`src/rtl/life_pkg.sv`:
```
// Shared types and constants for the 8x8 Game-of-Life controller slice.
package life_pkg;

  localparam int GRID_W = 64;

  typedef enum logic [2:0] {
    ST_LOADF  = 3'd0,
    ST_LOADR  = 3'd1,
    ST_IDLE   = 3'd2,
    ST_RUN    = 3'd3,
    ST_COMMIT = 3'd4,
    ST_HALT   = 3'd5
  } state_e;

  localparam logic [1:0] SEL_HOLD  = 2'b00;
  localparam logic [1:0] SEL_FIXED = 2'b01;
  localparam logic [1:0] SEL_LFSR  = 2'b10;
  localparam logic [1:0] SEL_NEXT  = 2'b11;

  // Blinker, the pattern loaded on clear.
  localparam logic [GRID_W-1:0] FIXED_PATTERN = 64'h00000000_E0000000;

endpackage

```
`src/rtl/life_tick_prescaler.sv`:
```
// Free-running tick counter that flags the last cycle of each TICK_DIV-cycle interval.
module life_tick_prescaler #(
  parameter int TICK_DIV = 50_000_000
) (
  input  logic clk,
  input  logic reset,
  input  logic clr,
  input  logic en,
  output logic term
);

  localparam int CW = (TICK_DIV > 1) ? $clog2(TICK_DIV) : 1;
  localparam logic [CW-1:0] LAST = CW'(TICK_DIV - 1);

  logic [CW-1:0] count_q, count_d;

  always_comb begin
    count_d = count_q;
    if (clr) begin
      count_d = '0;
    end else if (en) begin
      count_d = (count_q == LAST) ? '0 : count_q + CW'(1);
    end
  end

  always_ff @(posedge clk or negedge reset) begin
    if (!reset) begin
      count_q <= '0;
    end else begin
      count_q <= count_d;
    end
  end

  assign term = en && (count_q == LAST);

endmodule

```
`src/rtl/life_gen_sequencer.sv`:
```
// Run/pause/step controller deciding when and from where the Life grid register loads.
module life_gen_sequencer
  import life_pkg::*;
#(
  parameter int TICK_DIV  = 50_000_000,
  parameter int GEN_W     = 16,
  parameter int AUTO_HALT = 1
) (
  input  logic              clk,
  input  logic              reset,
  input  logic              run_req,
  input  logic              pause_req,
  input  logic              step_req,
  input  logic              rand_req,
  input  logic              clear_req,
  input  logic [GRID_W-1:0] grid_cur,
  input  logic [GRID_W-1:0] grid_next,
  output logic              grid_we,
  output logic [1:0]        seed_sel,
  output logic              lfsr_adv,
  output logic [GEN_W-1:0]  gen_count,
  output logic              busy,
  output logic              halted_stable,
  output logic              halted_empty
);

  state_e             state_q, state_d;
  logic               single_q, single_d;
  logic [GEN_W-1:0]   gen_q, gen_d;
  logic               stable_q, stable_d;
  logic               empty_q, empty_d;
  logic               halt_now;
  logic               tick_term;
  logic               in_run;

  assign in_run = (state_q == ST_RUN);

  life_tick_prescaler #(
    .TICK_DIV(TICK_DIV)
  ) u_prescaler (
    .clk  (clk),
    .reset(reset),
    .clr  (!in_run),
    .en   (in_run),
    .term (tick_term)
  );

  always_comb begin
    state_d  = state_q;
    single_d = single_q;
    gen_d    = gen_q;
    stable_d = stable_q;
    empty_d  = empty_q;
    halt_now = 1'b0;
    case (state_q)
      ST_LOADF, ST_LOADR: begin
        gen_d    = '0;
        stable_d = 1'b0;
        empty_d  = 1'b0;
        state_d  = ST_IDLE;
      end
      ST_IDLE: begin
        if (clear_req)      state_d = ST_LOADF;
        else if (rand_req)  state_d = ST_LOADR;
        else if (pause_req) state_d = ST_IDLE;
        else if (step_req) begin
          state_d  = ST_COMMIT;
          single_d = 1'b1;
        end else if (run_req) state_d = ST_RUN;
      end
      ST_RUN: begin
        if (clear_req)      state_d = ST_LOADF;
        else if (rand_req)  state_d = ST_LOADR;
        else if (pause_req) state_d = ST_IDLE;
        else if (tick_term) begin
          state_d  = ST_COMMIT;
          single_d = 1'b0;
        end
      end
      ST_COMMIT: begin
        // Extinction wins over still-life so an empty grid reports only halted_empty.
        if ((AUTO_HALT != 0) && (grid_next == '0)) begin
          empty_d  = 1'b1;
          gen_d    = gen_q + GEN_W'(1);
          halt_now = 1'b1;
        end else if ((AUTO_HALT != 0) && (grid_next == grid_cur)) begin
          stable_d = 1'b1;
          halt_now = 1'b1;
        end else begin
          gen_d = gen_q + GEN_W'(1);
        end
        if (clear_req)                  state_d = ST_LOADF;
        else if (rand_req)              state_d = ST_LOADR;
        else if (halt_now)              state_d = ST_HALT;
        else if (pause_req || single_q) state_d = ST_IDLE;
        else                            state_d = ST_RUN;
      end
      ST_HALT: begin
        if (clear_req)     state_d = ST_LOADF;
        else if (rand_req) state_d = ST_LOADR;
      end
      default: state_d = ST_LOADF;
    endcase
  end

  always_ff @(posedge clk or negedge reset) begin
    if (!reset) begin
      state_q  <= ST_LOADF;
      single_q <= 1'b0;
      gen_q    <= '0;
      stable_q <= 1'b0;
      empty_q  <= 1'b0;
    end else begin
      state_q  <= state_d;
      single_q <= single_d;
      gen_q    <= gen_d;
      stable_q <= stable_d;
      empty_q  <= empty_d;
    end
  end

  // The reset state is LOADF, so load strobes are masked until reset releases.
  always_comb begin
    grid_we  = 1'b0;
    seed_sel = SEL_HOLD;
    lfsr_adv = 1'b0;
    if (reset) begin
      case (state_q)
        ST_LOADF: begin
          grid_we  = 1'b1;
          seed_sel = SEL_FIXED;
        end
        ST_LOADR: begin
          grid_we  = 1'b1;
          seed_sel = SEL_LFSR;
          lfsr_adv = 1'b1;
        end
        ST_COMMIT: begin
          grid_we  = 1'b1;
          seed_sel = SEL_NEXT;
        end
        default: begin
          grid_we  = 1'b0;
          seed_sel = SEL_HOLD;
          lfsr_adv = 1'b0;
        end
      endcase
    end
  end

  assign busy          = (state_q == ST_RUN) || (state_q == ST_COMMIT);
  assign gen_count     = gen_q;
  assign halted_stable = stable_q;
  assign halted_empty  = empty_q;

endmodule

```
`config.mk`:
```
export PLATFORM = sky130hd
export DESIGN_NAME = life_gen_sequencer
export DESIGN_NICKNAME = d
export VERILOG_FILES = /design/src/rtl/life_pkg.sv /design/src/rtl/life_tick_prescaler.sv /design/src/rtl/life_gen_sequencer.sv
export SDC_FILE = /design/constraint.sdc
export NUM_CORES = 1
export LEC_CHECK = 0
export BUFFER_PORTS_ARGS = -buffer_cell sky130_fd_sc_hd__buf_2
export CORE_ASPECT_RATIO = 0.7
export CORE_UTILIZATION = 49
export CTS_BUF_LIST = sky130_fd_sc_hd__clkbuf_4
export DETAILED_ROUTE_END_ITERATION = 7
export PLACE_DENSITY = 0.84
export SETUP_SLACK_MARGIN = 0.15
export SLEW_MARGIN = 15
export SYNTH_ARGS = -nofsm -noshare
export SYNTH_HDL_FRONTEND = slang
export SYNTH_SLANG_ARGS = --single-unit
```
`constraint.sdc`:
```
create_clock -name clk -period 2.3 [get_ports clk]
set_input_delay 0.115 -clock clk [delete_from_list [all_inputs] [get_ports clk]]
set_output_delay 0.115 -clock clk [all_outputs]
set_load 0.01 [all_outputs]
```
Word level (Yosys, flattened, before mapping) --
Cells that the tools add are included.
Word-level totals: memories 0, input port bits 135, output and inout port bits 23, word-level logic and storage cells 88, register bits 48, latch bits 0, bits in writable memories 0, memory bits (read-only) 0
Cells by class: $lt $le $gt $ge 0, shifts and indexed selects 0, $mul 0, add/subtract/negate cells 2, multiplexer cells 44, reduce and logical (&&, ||, !) cells 14, eq/ne operators 22, divide/modulo/power cells 0, bitwise operators 0
Operators with widths (number):
- equality test 64 bit | 1
- zero test 64 bit | 1
- 2-to-1 mux 26 bit | 2
- 2-to-1 mux 3 bit | 14
- 2-to-1 mux 16 bit | 2
- case mux 16 bit (2 select lines) | 1
- adder 26 x 1 -> 26 bit (second input constant) | 1
- equality test 26 bit (second input constant) | 1
- != test 2 bit (second input constant) | 11
- 2-to-1 mux 1 bit | 19
- adder 16 x 1 -> 16 bit (second input constant) | 1
- case mux 3 bit (5 select lines) | 1
- AND reduction 9 bit | 1
- equality test 3 x 2 -> 1 bit (second input constant) | 2
- equality test 3 bit (second input constant) | 2
- != test 3 bit (second input constant) | 2
- != test 6 bit (second input constant) | 1
- case mux 1 bit (2 select lines) | 3
- case mux 2 bit (3 select lines) | 1
- AND reduction 3 bit | 2
- != test 5 bit (second input constant) | 1
- AND reduction 2 bit | 2
- nonzero test 2 bit | 2
- equality test 3 x 1 -> 1 bit (second input constant) | 1
- 6 further kinds | 7

Depth between registers and ports, before layout --
Gate-level depths: netlist (run 1).
word-level depth 8, depth in mapped cells 8, depth with buffers taken out 7

Cells and area by module --
Synthesis (run 1) repeated with hierarchy kept, for this count alone.
Second synthesis, totals: cells, all modules 436, area, all modules 3717.3 um2
By module, submodules not included:
- life_gen_sequencer | instances 1, cells each 263, area each 2154.6 um2, seq. area each 550.5 um2
- life_tick_prescaler | instances 1, cells each 173, area each 1562.7 um2, seq. area each 650.6 um2

Worst setup path after synthesis (run 1) --
No wires, ideal clock.
kind reg-to-reg, start register u_prescaler.count_q[2], end register single_q, library setup time 0.125 ns, data required time 2.175 ns, clock period less this slack 2.095 ns, setup slack 0.205 ns, path buffers 1, stages on the path, launching flop included 9, data arrival time 1.970 ns, path through dfrtp_1 > and4_1 > and3_1 > clkbuf_1 > and4_1 > or3b_1 > o21ai_1 > nor3_1 > mux2_2
Between the ends: cells in the longest elaborated chain, start to end 4
Ends and longest elaborated chain:
- start: declaration | line life_tick_prescaler.sv:15 | logic [CW-1:0] count_q, count_d;
- start signal: assignment | line life_tick_prescaler.sv:30 | count_q <= count_d;
- equality test 26 bit | line life_tick_prescaler.sv:34 | assign term = en && (count_q == LAST);
- logical AND 1 bit | line life_tick_prescaler.sv:34
- != test 2 bit (no line)
- AND reduction 9 bit (no line)
- end signal: assignment | line life_gen_sequencer.sv:115 | single_q <= single_d;
- end: declaration | line life_gen_sequencer.sv:28 | logic single_q, single_d;
No other way between the ends. A chain may end at the register's enable or synchronous reset.

Final worst setup path (run 1) --
start register u_prescaler.count_q[24], end register single_q
Same word-level chain as after synthesis.

==> results.txt, run 1 <==
Status - finished clean
RR Endpoint - single_q$_DFFE_PN0P_
Clk sink count - 48
Antenna violations before repair - 0
EDFF count, synth - 0
Max VDD drop - 0.319 mV
Global-route wire length before repair - 17400 um
CP arrival - 2.38 ns
Syn Area/Cell - 8.92 um^2
Worst Slack Setup Final - 0.192 ns
Initial core utilization - 0.523
Final setup vio count - 0
Post-DR vias/cell - 5.55
Synthesized cell area - 0.00335 mm^2
Final hold vios - 0
Placed cell area - 0.00434 mm^2
Largest net degree at the start of global routing - 48
Post-Layout Inst Area - 0.00459 mm^2
GR Util All Layers - 0.320
Top FF cell, synth - dfrtp_1
Post-place setup slack - -0.122 ns
Die Wd - 101 um
FF-to-FF Start - u_prescaler.count_q[24]$_DFF_PN0_
TritonCTS clock tree - built
Maximum clock path buffer count - 2
Type of the most critical hold path - input pin to asynchronous set/reset pin
Grt ovf - 0
Slew HR - 0.595
Drt pass-1 iters - 5
Leakage - 2.08 nW
Worst Max-Slew Pin Slew - 0.603 ns
DRC errors left - 0
Fmax - 474 MHz
Share of cells above drive strength 1 - 0.385
PwrDens - 437 mW/mm^2
Synth warnings - 0
Vias in the first global route - 3488
H-tree Lvls - 2
Root Driver - clkbuf_4
DR WL/cell - 17.1 um
Ports - 158
Fin crit period - 2.11 ns
MaxCap Viol Count - 0
Routed vias - 3605
Mapped Nets - 512
1st-iter DRT viols - 294
CP Launch Type - flop
Setup Skew - 0.0124 ns
Netlist cell types - 47
Final TNS setup - 0 ns
WL final - 11100 um
Hpwl dp - 9170 um
Required time of the worst setup path - 2.57 ns
Slew Limit Fails - 0
Yosys reg bits - 48
Die H - 71.1 um
Register area share after synthesis - 0.359
R2R depth - 7
Clock latency on the worst-skew pair - 0.37 ns
# rows - 24
# fillers - 496
Final GP Congestion - 0.975
FF-to-FF setup slack - 0.19 ns
Syn Inst Count - 375
ANT cells - 0
Die area - 0.00717 mm^2
Core area - 0.00640 mm^2
CP max FO - 3
Asr flop ratio synth - 1.00
Clock transition at path regs - 0.15 ns
CTS Buf Count - 5
Critical path class - flop to flop
Endpoint type of the worst setup path - flop
Final #Nets - 695
RSZ-0062 raised after global routing - yes
Final worst-path cycle share - 0.917
Area delta synth->final - 37.1%
Post-DRT Antenna Nets - 0
PortBufs - 157
Yosys cell counts (6+ instances only):
master	instances	share of area
xnor2_1	71	0.19
nand4_1	26	0.049
o21ai_0	7	0.010
nor3_1	8	0.012
a21oi_1	6	0.0090
nor2_1	39	0.044
nand2_1	26	0.029
dfrtp_1	48	0.36
nor4_1	22	0.041
nand3_1	15	0.022
and3_1	13	0.024
xor2_1	18	0.047
and4_1	6	0.016
clkbuf_1	9	0.010
per-layer routing:
| metal | vias to the layer above | part of all wire | GRT usage |
|---|---|---|---|
| met4 | 0 | 0.0094 | 0.0692 |
| li1 | 1728 | - | - |
| met1 | 1693 | 0.46 | 0.471 |
| met3 | 10 | 0.092 | 0.0791 |
| met2 | 174 | 0.44 | 0.477 |
| met5 | - | 0 | 0 |
placed cells by master (no fill, tap or decap), types with 3 or more instances in the layout:
master and n:
nor2_1 39, nand2_1 26, mux2i_1 4, dfrtp_1 46
a21oi_1 6, clkbuf_4 5, inv_1 5, nor2b_2 3
nor4_2 4, buf_4 27, nor4_1 20, o21ai_0 7
xor2_1 18, buf_2 157, o21a_1 3, and4_1 4
and3_1 13, nor3_1 7, nand4_1 26, nand3_1 15
or3_1 4, or2_2 3, xnor2_1 71
power by group:
part	switching (W)	total, W	internal [W]	leakage [nW]
clock network	0.000290	0.000518	0.000228	0.0428
registers	0.0000316	0.000900	0.000869	0.661
logic	0.000309	0.000585	0.000276	1.37
total	0.000631	0.00200	0.00137	2.08
timing repair:
action                                  CTS  global route
pin swaps                                 0             5
resized for setup                         4            15
buffers inserted                          0             9
endpoints found under the hold margin    49             0
hold buffers                              2             0
endpoints found under the setup margin    3             6
critical path: stages, from the launching register on:
cell	delay (ns)
dfrtp_1	0.44
nor4bb_2	0.36
and4_1	0.24
and4_4	0.22
or3b_4	0.14
o21ai_4	0.07
nor3_4	0.22
mux2_4	0.32
worst max-delay path by stage:
stage	startpoint	to	slack [ns]	depth (start not counted)
3_5_place_dp	grid_next[29]	gen_count[11]$_DFFE_PN0P_	-0.12	9
6_report	u_prescaler.count_q[24]$_DFF_PN0_	single_q$_DFFE_PN0P_	0.19	7
3_3_place_gp	grid_next[29]	gen_count[13]$_DFFE_PN0P_	-0.04	8
5_1_grt	u_prescaler.count_q[24]$_DFF_PN0_	single_q$_DFFE_PN0P_	0.12	7
4_1_cts	u_prescaler.count_q[2]$_DFF_PN0_	single_q$_DFFE_PN0P_	0.15	7
2_1_floorplan	u_prescaler.count_q[2]$_DFF_PN0_	single_q$_DFFE_PN0P_	0.20	8
sequential cells by signal, indices dropped and copies added, names as in the netlist:
register,cells
halted_stable,1
halted_empty,1
u_prescaler.count_q,26
state_q,3
gen_count,16
single_q,1
final cells by class:
cell class | instances | area [um^2] | share of cell area
well taps | 91 | 114 | 0.0248
flip-flops and latches | 48 | 1200 | 0.262
repair buffers | 186 | 1010 | 0.220
clock inverters | 3 | 42.5 | 0.00928
multi-input cells | 312 | 2160 | 0.471
inverters | 5 | 18.8 | 0.00409
clock buffers | 5 | 37.5 | 0.00819
logic make-up after synthesis:
| group | Yosys count | share of synthesized area |
|---|---|---|
| mux | 5 | 0.0153 |
| fa+ha+maj | 2 | 0.00748 |
| buf+inv | 15 | 0.0172 |
| simple gates | 176 | 0.284 |
| compound gates | 40 | 0.0838 |
| flops | 48 | 0.359 |
| xor+xnor | 89 | 0.233 |
metrics by stage:
step,utilization,total power [W],hold slack (ns),instances
after floorplan,-,0.00118,-0.181,375
after global placement,0.679,0.00145,-0.0716,631
after detailed placement,0.679,0.00146,-0.0699,631
after CTS,0.697,0.00197,0.0679,641
after global routing,0.717,0.00209,0.0659,650
final,0.717,0.00200,0.0755,650
No activity file was read; power rests on OpenSTA's default activity.
==> run 2, diff against run 1 <==
- CELL_PAD_IN_SITES_DETAIL_PLACEMENT: unset -> 1
- CELL_PAD_IN_SITES_GLOBAL_PLACEMENT: unset -> 2
- CORE_UTILIZATION: 49 -> 27
- PLACE_DENSITY: 0.84 -> unset
- PLACE_DENSITY_LB_ADDON: unset -> 0.1
==> run 2 against run 1 <==
Compared with the run above: combinational power hardly changed; flip-flop and latch count stayed put; fmax hardly changed; first-iteration DRC count is 66% lower; critical endpoint unchanged; largest power group unchanged.
==> results.txt, run 2 (synthesized netlist as in run 1, its figures left out) <==
Fmax - 474 MHz (about the same)
WL final - 12200 um (+9.8%)
Die area - 0.0128 mm^2 (+79%)
Share of cells above drive strength 1 - 0.374 (-0.0107)
PwrDens - 407 mW/mm^2 (-6.9%)
CP peak stage delay - 0.43 ns (about the same)
Final hold vios - 0 (unchanged)
Maximum clock path buffer count - 2 (unchanged)
H-tree Lvls - 2 (unchanged)
Routed vias - 3483 (-3.4%)
Worst path cell trace - nor4bb_1, and4_1, and4_1, or3b_4, o21ai_2, nor3_2, mux2_2
Die H - 95.1 um (+34%)
MaxCap Viol Count - 0 (unchanged)
Grt ovf - 0 (unchanged)
Global-route wire length before repair - 19500 um (+12%)
Area delta synth->final - 39.4%
Final core utilization - 0.392 (-0.325)
Largest net degree at the start of global routing - 29 (-40%)
Slew HR - 0.623 (+0.0273)
Clk sink count - 48 (unchanged)
Reg with most FFs - u_prescaler.count_q
Slew Limit Fails - 0 (unchanged)
Power, Total - 0.00190 W (-5.4%)
Type of the most critical hold path - input pin to asynchronous set/reset pin
Final GP Congestion - 0.828 (-15%)
CP Launch Type - flop
Internal power - 0.00126 W (-8.1%)
1st-iter DRT viols - 100 (-66%)
Hpwl dp - 10500 um (+14%)
Clock latency on the worst-skew pair - 0.38 ns (about the same)
Slowest cell on the critical path - dfrtp_1
Worst Max-Slew Pin Slew - 0.562 ns (-0.0408 ns)
Final setup vio count - 0 (unchanged)
Max reg flops - 26 (unchanged)
CP max FO - 3 (unchanged)
# rows - 33 (+38%)
Drt pass-1 iters - 4 (-1)
Required time of the worst setup path - 2.56 ns (about the same)
Ports - 158 (unchanged)
Critical path class - flop to flop
Post-DRT Antenna Nets - 0 (unchanged)
Core area - 0.0119 mm^2 (+86%)
Comb pwr share - 0.309 (+0.017)
Final #Nets - 703 (+1.2%)
Power share of the clock group - 0.217 (-0.041)
ANT cells - 0 (unchanged)
Vias in the first global route - 3797 (+8.9%)
Setup Skew - 0.0211 ns (+0.00876 ns)
Endpoint type of the worst setup path - flop
Seq pwr share - 0.474 (+0.025)
CP arrival - 2.37 ns (about the same)
DR WL/cell - 16.9 um (-1.4%)
Initial core utilization - 0.281 (-0.242)
Net Sw Frac - 0.335 (+0.0201)
RSZ-0062 raised after global routing - yes
Post-DR vias/cell - 4.81 (-13%)
Status - finished clean
Root Driver - clkbuf_4
Max VDD drop - 0.246 mV (-23%)
TritonCTS clock tree - built
Switch Pwr - 0.000635 W (+0.66%)
DRC errors left - 0 (unchanged)
Leakage - 2.11 nW (+1.6%)
Most common cell after layout, fill and taps aside - buf_2
PortBufs - 157 (unchanged)
Die Wd - 135 um (+34%)
Critical path's most frequent cell - and4_1
GR Util All Layers - 0.197 (-0.123)
Antenna violations before repair - 0 (unchanged)
CTS Buf Count - 5 (unchanged)
Final worst-path cycle share - 0.916 (about the same)
Commonest cells after routing, fill and taps aside - buf_2 (157), xnor2_1 (71), dfrtp_1 (48)
Clock transition at path regs - 0.16 ns (about the same)
Fin crit period - 2.11 ns (-0.000209 ns)
==> run 2: final cells by class <==
cell class	instances	area [um^2]
multi-input cells	312	2110
flip-flops and latches	48	1200
well taps	157	196
repair buffers	194	1080
clock buffers	5	37.5
fillers	1470	7230
clock inverters	3	17.5
inverters	5	18.8
==> run 2: worst paths after layout <==
kind                                                   startpoint                          endpoint  slack, ns  depth (start not counted)
worst max-delay path            u_prescaler.count_q[18]$_DFF_PN0_              single_q$_DFFE_PN0P_       0.19                          7
worst min-delay path                                        reset          gen_count[1]$_DFFE_PN0P_       0.06                          2
worst max register to register  u_prescaler.count_q[18]$_DFF_PN0_              single_q$_DFFE_PN0P_       0.19                          7
worst min register to register   u_prescaler.count_q[0]$_DFF_PN0_  u_prescaler.count_q[0]$_DFF_PN0_       0.52                          1
max in group asynchronous                                   reset  u_prescaler.count_q[6]$_DFF_PN0_       1.63                          3
min in group clk                                         rand_req            state_q[0]$_DFFE_PN0P_       0.16                          3
==> run 2: layer usage <==
metal,vias up,global-route usage,wire length (um)
li1,1743,-,-
met5,-,0,0
met1,1633,0.265,5880
met4,0,0.0300,100
met2,97,0.341,5750
met3,10,0.0292,499
==> run 2: timing repair <==
item / 4_1_cts / 5_1_grt
endpoints found under the setup margin: 1 / 2
endpoints found under the hold margin: 49 / 0
gates resized for setup: 4 / 1
buffers inserted: 2 / 3
pin swaps: 4 / 1
hold buffers: 2 / 0
==> run 2: power by group through the flow <==
stage	clock network [W]	registers, W	logic, W
after global placement	0	0.000915	0.000577
final	0.000412	0.000898	0.000585
after global routing	0.000463	0.000904	0.000646
after detailed placement	0	0.000916	0.000586
after floorplan	0	0.000902	0.000280
after CTS	0.000436	0.000900	0.000593
==> run 2: stage by stage <==
stage          instance area (um^2)  cells  setup TNS, ns  setup WS (ns)  hold WS (ns)
6_report                       4660    724              0          0.192        0.0553
3_5_place_dp                   4530    709         -0.944         -0.143       -0.0574
5_1_grt                        4660    724              0          0.139        0.0509
3_3_place_gp                   4530    709         -0.610         -0.133       -0.0605
4_1_cts                        4630    721              0          0.158        0.0482
2_1_floorplan                  3350    375              0          0.205        -0.181
==> run 2: critical path: cells and delay by family, from the launching register on <==
kind / cells / cell delay [ns]
muxes: 1 / 0.36
AOI/OAI and AO/OA: 1 / 0.07
and+or+nand+nor: 5 / 1.14
DFF: 1 / 0.43
==> run 3, diff against run 2 <==
- MAX_ROUTING_LAYER: unset -> met4
==> run 3 against run 2 <==
Compared with the run above: critical path depth did not move; critical endpoint unchanged; wire length shrank 0.47%; die area stayed put; critical path type unchanged; fmax increased by 0.47%; utilization shrank 0.18 points; largest cell class unchanged; largest power group unchanged; non-clock buffer count down 2; sequential power hardly changed; first-iteration DRC count down 14%; clock skew is 0.00057 ns higher.
==> results.txt, run 3 (synthesized netlist as in run 1, its figures left out) <==
Final hold vios - 0 (unchanged)
Status - finished clean
WL final - 12200 um (-0.47%)
Core area - 0.0119 mm^2 (unchanged)
Die H - 95.1 um (unchanged)
Area delta synth->final - 38.7%
CP arrival - 2.36 ns (about the same)
Placed cell area - 0.00453 mm^2 (unchanged)
Reg with most FFs - u_prescaler.count_q
# rows - 33 (unchanged)
R2R depth - 7 (unchanged)
DRC errors left - 0 (unchanged)
Hpwl dp - 10500 um (unchanged)
Slew Limit Fails - 0 (unchanged)
Drt pass-1 iters - 4 (unchanged)
Critical path class - flop to flop
Post-Layout Inst Area - 0.00464 mm^2 (-0.46%)
Leakage - 2.10 nW (-0.63%)
1st-iter DRT viols - 86 (-14%)
Final worst-path cycle share - 0.912 (-0.00425)
Max reg flops - 26 (unchanged)
Final core utilization - 0.390 (-0.00179)
Worst Max-Slew Pin Slew - 0.561 ns (-0.000656 ns)
PortBufs - 157 (unchanged)
Vias in the first global route - 3804 (+0.18%)
TritonCTS clock tree - built
Root Driver - clkbuf_4
RSZ-0062 raised after global routing - yes
Final GP Congestion - 0.841 (+1.5%)
CP max FO - 3 (unchanged)
Required time of the worst setup path - 2.56 ns (about the same)
Type of the most critical hold path - input pin to asynchronous set/reset pin
Antenna violations before repair - 0 (unchanged)
Grt ovf - 0 (unchanged)
Most common cell after layout, fill and taps aside - buf_2
Clock latency on the worst-skew pair - 0.38 ns (about the same)
Share of cells above drive strength 1 - 0.370 (-0.00399)
Global-route wire length before repair - 19500 um (-0.14%)
Fin crit period - 2.10 ns (-0.00977 ns)
Clock transition at path regs - 0.16 ns (about the same)
Largest net degree at the start of global routing - 29 (unchanged)
H-tree Lvls - 2 (unchanged)
Placed Cells - 709 (unchanged)
Final std cells w/o fill - 722 (-0.28%)
Initial core utilization - 0.281 (unchanged)
Post-DR vias/cell - 4.82 (+0.16%)
Final TNS setup - 0 ns (unchanged)
Fmax - 477 MHz (+0.47%)
Commonest cells after routing, fill and taps aside - buf_2 (157), xnor2_1 (71), dfrtp_1 (48)
GR Util All Layers - 0.203 (+0.00558)
ANT cells - 0 (unchanged)
Routed vias - 3479 (-0.11%)
Setup Skew - 0.0217 ns (+0.000573 ns)
CTS Buf Count - 5 (unchanged)
# fillers - 1471 (+0.068%)
Die Wd - 135 um (unchanged)
Max VDD drop - 0.245 mV (-0.31%)
MaxCap Viol Count - 0 (unchanged)
Final setup vio count - 0 (unchanged)
Endpoint type of the worst setup path - flop
Slew HR - 0.623 (about the same)
Clk sink count - 48 (unchanged)
PwrDens - 408 mW/mm^2 (+0.41%)
Post-DRT Antenna Nets - 0 (unchanged)
Ports - 158 (unchanged)
Final #Nets - 701 (-0.28%)
DR WL/cell - 16.9 um (-0.20%)
Maximum clock path buffer count - 2 (unchanged)
CP Launch Type - flop
Die area - 0.0128 mm^2 (unchanged)
-- run 3: timing repair --
item                                    CTS  global route
cloned                                    0             0
gates resized for setup                   4             0
endpoints found under the setup margin    1             2
hold endpoints to repair                 49             0
pin swaps                                 4             1
buffers inserted                          2             1
hold buffers                              2             0
-- run 3: final timing paths --
kind	from	to	slack [ns]
setup reg to reg	u_prescaler.count_q[18]$_DFF_PN0_	single_q$_DFFE_PN0P_	0.20
setup / recovery	u_prescaler.count_q[18]$_DFF_PN0_	single_q$_DFFE_PN0P_	0.20
hold reg to reg	u_prescaler.count_q[0]$_DFF_PN0_	u_prescaler.count_q[0]$_DFF_PN0_	0.52
min in group clk	rand_req	state_q[0]$_DFFE_PN0P_	0.16
max in group asynchronous	reset	u_prescaler.count_q[6]$_DFF_PN0_	1.63
hold / removal	reset	gen_count[1]$_DFFE_PN0P_	0.05
-- run 3: cell type report --
class	instances	area, um^2	share of cell area
multi-input cells	312	2100	0.453
flip-flops and latches	48	1200	0.259
repair buffers	192	1070	0.230
well taps	157	196	0.0423
clock buffers	5	37.5	0.00809
inverters	5	18.8	0.00404
clock inverters	3	17.5	0.00377
-- run 3: routing by layer --
layer  track usage  up-vias  share of wire
met4        0.0328        0         0.0099
met1         0.269     1630           0.49
li1              -     1738              -
met3        0.0197       12          0.032
met5             -        -              0
met2         0.341       99           0.47
-- run 3: power by group --
part,total (W),internal [W],switching (W)
combinational,0.000584,0.000274,0.000310
clock,0.000412,0.000119,0.000293
sequential,0.000898,0.000867,0.0000310
total,0.00189,0.00126,0.000635
-- run 3: metrics by stage --
step	worst slack (ns)	total power [W]	hold slack [ns]
global route	0.122	0.00201	0.0509
finish	0.202	0.00189	0.0541
CTS	0.158	0.00193	0.0482
floorplan	0.205	0.00118	-0.181
global placement	-0.133	0.00149	-0.0605
detailed placement	-0.143	0.00150	-0.0574
-- run 3: worst max-delay path: stages (launching register included) --
cell,delay [ns]
dfrtp_1,0.43
nor4bb_1,0.34
and4_1,0.24
and4_1,0.22
or3b_4,0.15
o21ai_2,0.07
nor3_2,0.19
mux2_2,0.36
